## config.mk

```make
export PLATFORM = sky130hd
export DESIGN_NAME = regfile_wb_ctrl
export DESIGN_NICKNAME = d
export VERILOG_FILES = /design/src/rtl/regfile_ctrl_pkg.sv /design/src/rtl/rr_arbiter2.sv /design/src/rtl/regfile_wb_ctrl.sv
export SDC_FILE = /design/constraint.sdc
export NUM_CORES = 1
export LEC_CHECK = 0
export ABC_AREA = 1
export CORE_UTILIZATION = 49
export CTS_BUF_LIST = sky130_fd_sc_hd__clkbuf_2 sky130_fd_sc_hd__clkbuf_4 sky130_fd_sc_hd__clkbuf_8
export DETAILED_ROUTE_END_ITERATION = 8
export MAX_ROUTING_LAYER = met4
export PLACE_DENSITY = 0.89
export SLEW_MARGIN = 20
export SYNTH_ARGS = -nofsm -noshare
export SYNTH_HDL_FRONTEND = slang
export SYNTH_SLANG_ARGS = --single-unit
export TNS_END_PERCENT = 50
```

## constraint.sdc

```tcl
create_clock -name clk -period 2.3 [get_ports clk]
set_clock_uncertainty 0.15 [all_clocks]
set_input_delay 0.345 -clock clk [delete_from_list [all_inputs] [get_ports clk]]
set_output_delay 0.345 -clock clk [all_outputs]
set_load 0.1 [all_outputs]
```

## src/rtl/regfile_ctrl_pkg.sv

```systemverilog
// Shared sizes and requester indices for the register-file writeback controller.
// Latency: none (declarations only).
// Backpressure: not applicable.
package regfile_ctrl_pkg;

  localparam int NREG = 32;
  localparam int DW   = 32;
  localparam int AW   = 5;

  // Writeback requester identity, also used as the round-robin pointer value
  typedef enum logic {
    REQ_ALU = 1'b0,
    REQ_LSU = 1'b1
  } req_idx_t;

endpackage

```

## src/rtl/rr_arbiter2.sv

```systemverilog
// Two-input round-robin arbiter; owns the priority pointer.
// Latency: grant is combinational from requests; pointer updates at the next edge.
// Backpressure: a request not granted simply waits; pointer only moves on a grant.
module rr_arbiter2
  import regfile_ctrl_pkg::*;
(
  input  logic clk,
  input  logic reset,
  input  logic i_req0,
  input  logic i_req1,
  output logic o_gnt0,
  output logic o_gnt1
);

  req_idx_t r_ptr;
  req_idx_t w_ptr_nxt;

  // Grant the lone requester, or the pointed-to one on contention; move the pointer past the winner
  always_comb begin
    o_gnt0    = 1'b0;
    o_gnt1    = 1'b0;
    w_ptr_nxt = r_ptr;
    if (!reset) begin
      if (i_req0 && (!i_req1 || r_ptr == REQ_ALU)) begin
        o_gnt0 = 1'b1;
      end else if (i_req1) begin
        o_gnt1 = 1'b1;
      end
      if (o_gnt0) begin
        w_ptr_nxt = REQ_LSU;
      end else if (o_gnt1) begin
        w_ptr_nxt = REQ_ALU;
      end
    end
  end

  // Pointer register; holds on idle cycles, favours the ALU out of reset
  always_ff @(posedge clk) begin
    if (reset) begin
      r_ptr <= REQ_ALU;
    end else begin
      r_ptr <= w_ptr_nxt;
    end
  end

endmodule

```

## src/rtl/regfile_wb_ctrl.sv

```systemverilog
// Writeback controller: busy scoreboard, 2-way writeback arbitration, registered RF write port.
// Latency: ready/busy queries combinational; we3/a3/wd3 one cycle after the transfer.
// Backpressure: a writeback waits while the other requester wins; reservation refused while target busy.
module regfile_wb_ctrl
  import regfile_ctrl_pkg::*;
#(
  parameter int NREG = regfile_ctrl_pkg::NREG,
  parameter int DW   = regfile_ctrl_pkg::DW,
  parameter int AW   = regfile_ctrl_pkg::AW
) (
  input  logic          clk,
  input  logic          reset,
  input  logic          res_en,
  input  logic [AW-1:0] res_rd,
  output logic          res_ready,
  input  logic          wb0_valid,
  input  logic [AW-1:0] wb0_rd,
  input  logic [DW-1:0] wb0_data,
  output logic          wb0_ready,
  input  logic          wb1_valid,
  input  logic [AW-1:0] wb1_rd,
  input  logic [DW-1:0] wb1_data,
  output logic          wb1_ready,
  output logic          we3,
  output logic [AW-1:0] a3,
  output logic [DW-1:0] wd3,
  input  logic [AW-1:0] q_a1,
  input  logic [AW-1:0] q_a2,
  output logic          q_busy1,
  output logic          q_busy2,
  output logic          err_unres
);

  logic [NREG-1:0] r_busy;
  logic [NREG-1:0] w_set;
  logic [NREG-1:0] w_clr;
  logic [NREG-1:0] w_busy_nxt;
  logic            w_xfer;
  logic            w_wr;
  logic [AW-1:0]   w_rd;
  logic [DW-1:0]   w_data;

  rr_arbiter2 u_arb (
    .clk    (clk),
    .reset  (reset),
    .i_req0 (wb0_valid),
    .i_req1 (wb1_valid),
    .o_gnt0 (wb0_ready),
    .o_gnt1 (wb1_ready)
  );

  assign w_xfer = wb0_ready | wb1_ready;
  assign w_rd   = wb1_ready ? wb1_rd   : wb0_rd;
  assign w_data = wb1_ready ? wb1_data : wb0_data;
  // x0 writebacks are accepted but never reach the register file
  assign w_wr   = w_xfer && (w_rd != '0);

  assign res_ready = !reset && res_en && ((res_rd == '0) || !r_busy[res_rd]);

  // Hazard queries see only the scoreboard; an in-flight we3 is not bypassed
  assign q_busy1 = (q_a1 != '0) && r_busy[q_a1];
  assign q_busy2 = (q_a2 != '0) && r_busy[q_a2];

  // Scoreboard set/clear masks; set wins over clear so a racing reservation is never lost
  always_comb begin
    w_set = '0;
    w_clr = '0;
    if (res_ready && (res_rd != '0)) begin
      w_set[res_rd] = 1'b1;
    end
    if (we3) begin
      w_clr[a3] = 1'b1;
    end
    w_busy_nxt = (r_busy & ~w_clr) | w_set;
  end

  // Busy vector; bit 0 is tied low because x0 is never written
  always_ff @(posedge clk) begin
    if (reset) begin
      r_busy <= '0;
    end else begin
      r_busy <= {w_busy_nxt[NREG-1:1], 1'b0};
    end
  end

  // Register-file write port; address/data hold when no write is issued
  always_ff @(posedge clk) begin
    if (reset) begin
      we3 <= 1'b0;
      a3  <= '0;
      wd3 <= '0;
    end else begin
      we3 <= w_wr;
      if (w_wr) begin
        a3  <= w_rd;
        wd3 <= w_data;
      end
    end
  end

  // Sticky error: a real write arrived for a register nobody reserved
  always_ff @(posedge clk) begin
    if (reset) begin
      err_unres <= 1'b0;
    end else if (w_wr && !r_busy[w_rd]) begin
      err_unres <= 1'b1;
    end
  end

endmodule

```

==> metrics.yaml, run 1 <==
cts_hold_buf: 0
critPathRequiredTime_ps: 1800
chip_height_um: 97.5
die_area_mm2: 0.00951
drt-initial-drc-count: 462
worstSetupPathType: "reg2out"
antenna_violating_nets_post_route: 0
htreeDepth: 3
numCtsBuffers: 9
clk_latency_ps: 350
setup-violations-final: 0
path_clk_slew_ps: 90
grt_max_degree: 34
wl_per_cell_um: 17.5
synth_top_cell_area_share_pct: 31.8
final_layout_size_suffix_gt1_share_pct: 21.0
total_inserted_antenna_cells: 0
numPortBuffers: 137
report.final.slew_viol_count: 0
placeableCoreArea_mm2: 0.00876
status: "completed"
post_layout_minimum_cycle_time_ps: 2230
detail_route.wirelength_um: 17100
synthesis.area_mm2: 0.00447
cp_max_fo: 5
irDropWorstVdd_mv: 0.529
synthesis.nets: 779
report.final.hold_viol_count: 0
routabilityCongestion: 1.04
grt_setup_unrepaired: "yes"
cts_sinks: 71
dr_pass1_iterations: 5
worst_setup_path_start_kind: "flop"
detail_route.drc_violations: 0
vias_per_cell: 5.85
leading_post_synthesis_cells_by_cell_area: "dfxtp_1, nand3_1, nand2_1"
cts_root_buf: "clkbuf_8"
place.detailed.instances: 957
tritoncts_clock_tree: "done"
die-width_um: 97.5
clock.fmax_mhz: 448
worst-slew-pin-transition_ps: 387
std_cell_rows: 34
hpwlAfterDp_um: 13000
cts_max_path_buffers: 2
grt_antenna_before_repair: 0
finalHoldWorstSlack_ps: 330
synth_area_per_cell_um2: 6.53
ys_seq_elements: 71
floorplan.initialDensity_pct: 51.0
post-route-period-util_pct: 97.1
grt_first_pass_wirelength_um: 27000
synth_most_common_cell: "nand2_1"
leakagePower_nw: 3.01
slew-limit-headroom_pct: 73.9
cap_violations: 0
ios: 138
ys_warn_count: 0
synth_enable_flop_cells: 0
synth_top_cell_by_area: "dfxtp_1"
synth-main-ff-cell: "dfxtp_1"
globalRoute.totalOverflow: 0
layout.cells.non_filler: 978
area_delta_synth_final_pct: 47.5
synth_commonest_cells: "nand2_1, nand3_1, dfxtp_1"
synth.distinct_cells: 34
grt_pass1_vias: 5593
yosysSeqAreaShare_pct: 31.8
crit_arrival_ps: 1740
async_flop_share_pct: 0
netlist_instances: 685
hold_path_class: "reg2reg"
worst_setup_path_end_kind: "primary output"
dr_total_vias: 5725
layout_net_count: 959
p_per_area_mw_per_mm2: 572
gr-usage-all-layers_pct: 36.5
-- cell type report --
class / count / area [um2]
multi-input combinational: 505 / 2690
fill: 682 / 2170
timing repair buffer: 206 / 1870
sequential: 71 / 1430
inverter: 72 / 284
tap: 108 / 135
clock buffer: 9 / 124
clock inverter: 7 / 61.3
-- path summary, 6_finish.rpt --
kind                             startpoint           to  slack [ps]  depth (start not counted)
worst max-delay path             r_busy[19]      q_busy2          70                          6
worst min-delay path            u_arb.r_ptr  u_arb.r_ptr         330                          2
worst max register to register   r_busy[16]   r_busy[29]         250                         12
worst min register to register  u_arb.r_ptr  u_arb.r_ptr         330                          2
-- metal layers --
layer / GRT usage, % / up-vias / part of all wire, %
met5: - / - / 0
met4: 18.1 / 0 / 4.5
met3: 4.89 / 61 / 8.8
met2: 58.7 / 330 / 47
met1: 44.9 / 2623 / 39
li1: - / 2711 / -
-- worst max-delay path: stages, from the launching register on --
cell and delay, ps:
dfxtp_1 550, o21ai_1 130, a211o_1 280, nand3_2 70, a31oi_2 50, nor2_4 140, buf_12 180
-- logic make-up (layout without fill, tap and decap cells) --
group,count (synthesis),after routing,share of synthesized area (%)
AND/OR/NAND/NOR,310,310,30.5
AO/OA/AOI/OAI,195,195,26.9
buffers and inverters,109,294,10.8
flip-flops,71,71,31.8
-- state kept, by name, summed over array words and instances (netlist names) --
name / flops
u_arb.r_ptr: 1
wd3: 32
we3: 1
r_busy: 31
a3: 5
err_unres: 1
-- cells in the final DEF (no fill, tap or decap), types with 2 or more instances in the layout --
cell,count
a22oi_1,5
clkinvlp_4,3
inv_6,3
nor3_4,4
inv_2,14
nor2_2,2
a21oi_1,63
dfxtp_2,6
nand2_1,135
nand2_2,4
o21ai_0,57
clkinv_2,2
clkbuf_2,3
nor2_1,32
nand3_1,119
clkbuf_8,9
o22ai_1,5
buf_6,3
buf_4,101
dlygate4sd2_1,3
clkinv_4,2
o211ai_1,4
dfxtp_1,65
o211a_1,32
clkdlybuf4s50_1,84
nor3_2,3
nor2_4,4
o21ai_1,18
dlymetal6s2s_1,2
inv_1,53
buf_12,8
nor3_1,2
-- stage by stage --
stage               utilization, %  total power [W]  setup TNS [ps]  area [um2]  setup WS [ps]
floorplan                        -          0.00231           -72.9        4490          -72.9
global placement              71.2          0.00278          -12290        6240           -269
detailed placement            71.2          0.00280          -16890        6240           -320
CTS                           73.9          0.00375           -61.9        6470          -61.9
global route                  75.2          0.00393           -13.8        6590          -13.8
finish                        75.2          0.00377               0        6590           66.6
-- repair_timing --
item	4_1_cts	5_1_grt
setup buffers	2	2
setup endpoints to repair	4	3
pin swaps	7	10
cloned	0	1
resized for setup	28	47
-- report_power, final --
part	internal, W	switching, W	leakage [nW]
clock	0.000412	0.000542	0.0888
combinational	0.000487	0.000975	2.33
sequential	0.00130	0.0000571	0.584
Note: power is estimated with default switching activity, not from simulation.
==> inputs of run 2 (changes only) <==
--- a/config.mk
+++ b/config.mk
@@ -6,6 +6,7 @@
 export NUM_CORES = 1
 export LEC_CHECK = 0
 export ABC_AREA = 1
+export ABC_CLOCK_PERIOD_IN_PS = 2300
 export CORE_UTILIZATION = 49
 export CTS_BUF_LIST = sky130_fd_sc_hd__clkbuf_2 sky130_fd_sc_hd__clkbuf_4 sky130_fd_sc_hd__clkbuf_8
 export DETAILED_ROUTE_END_ITERATION = 8
==> results of run 2 <==
No change in the layout: final DEF, timing and power equal those of run 1.
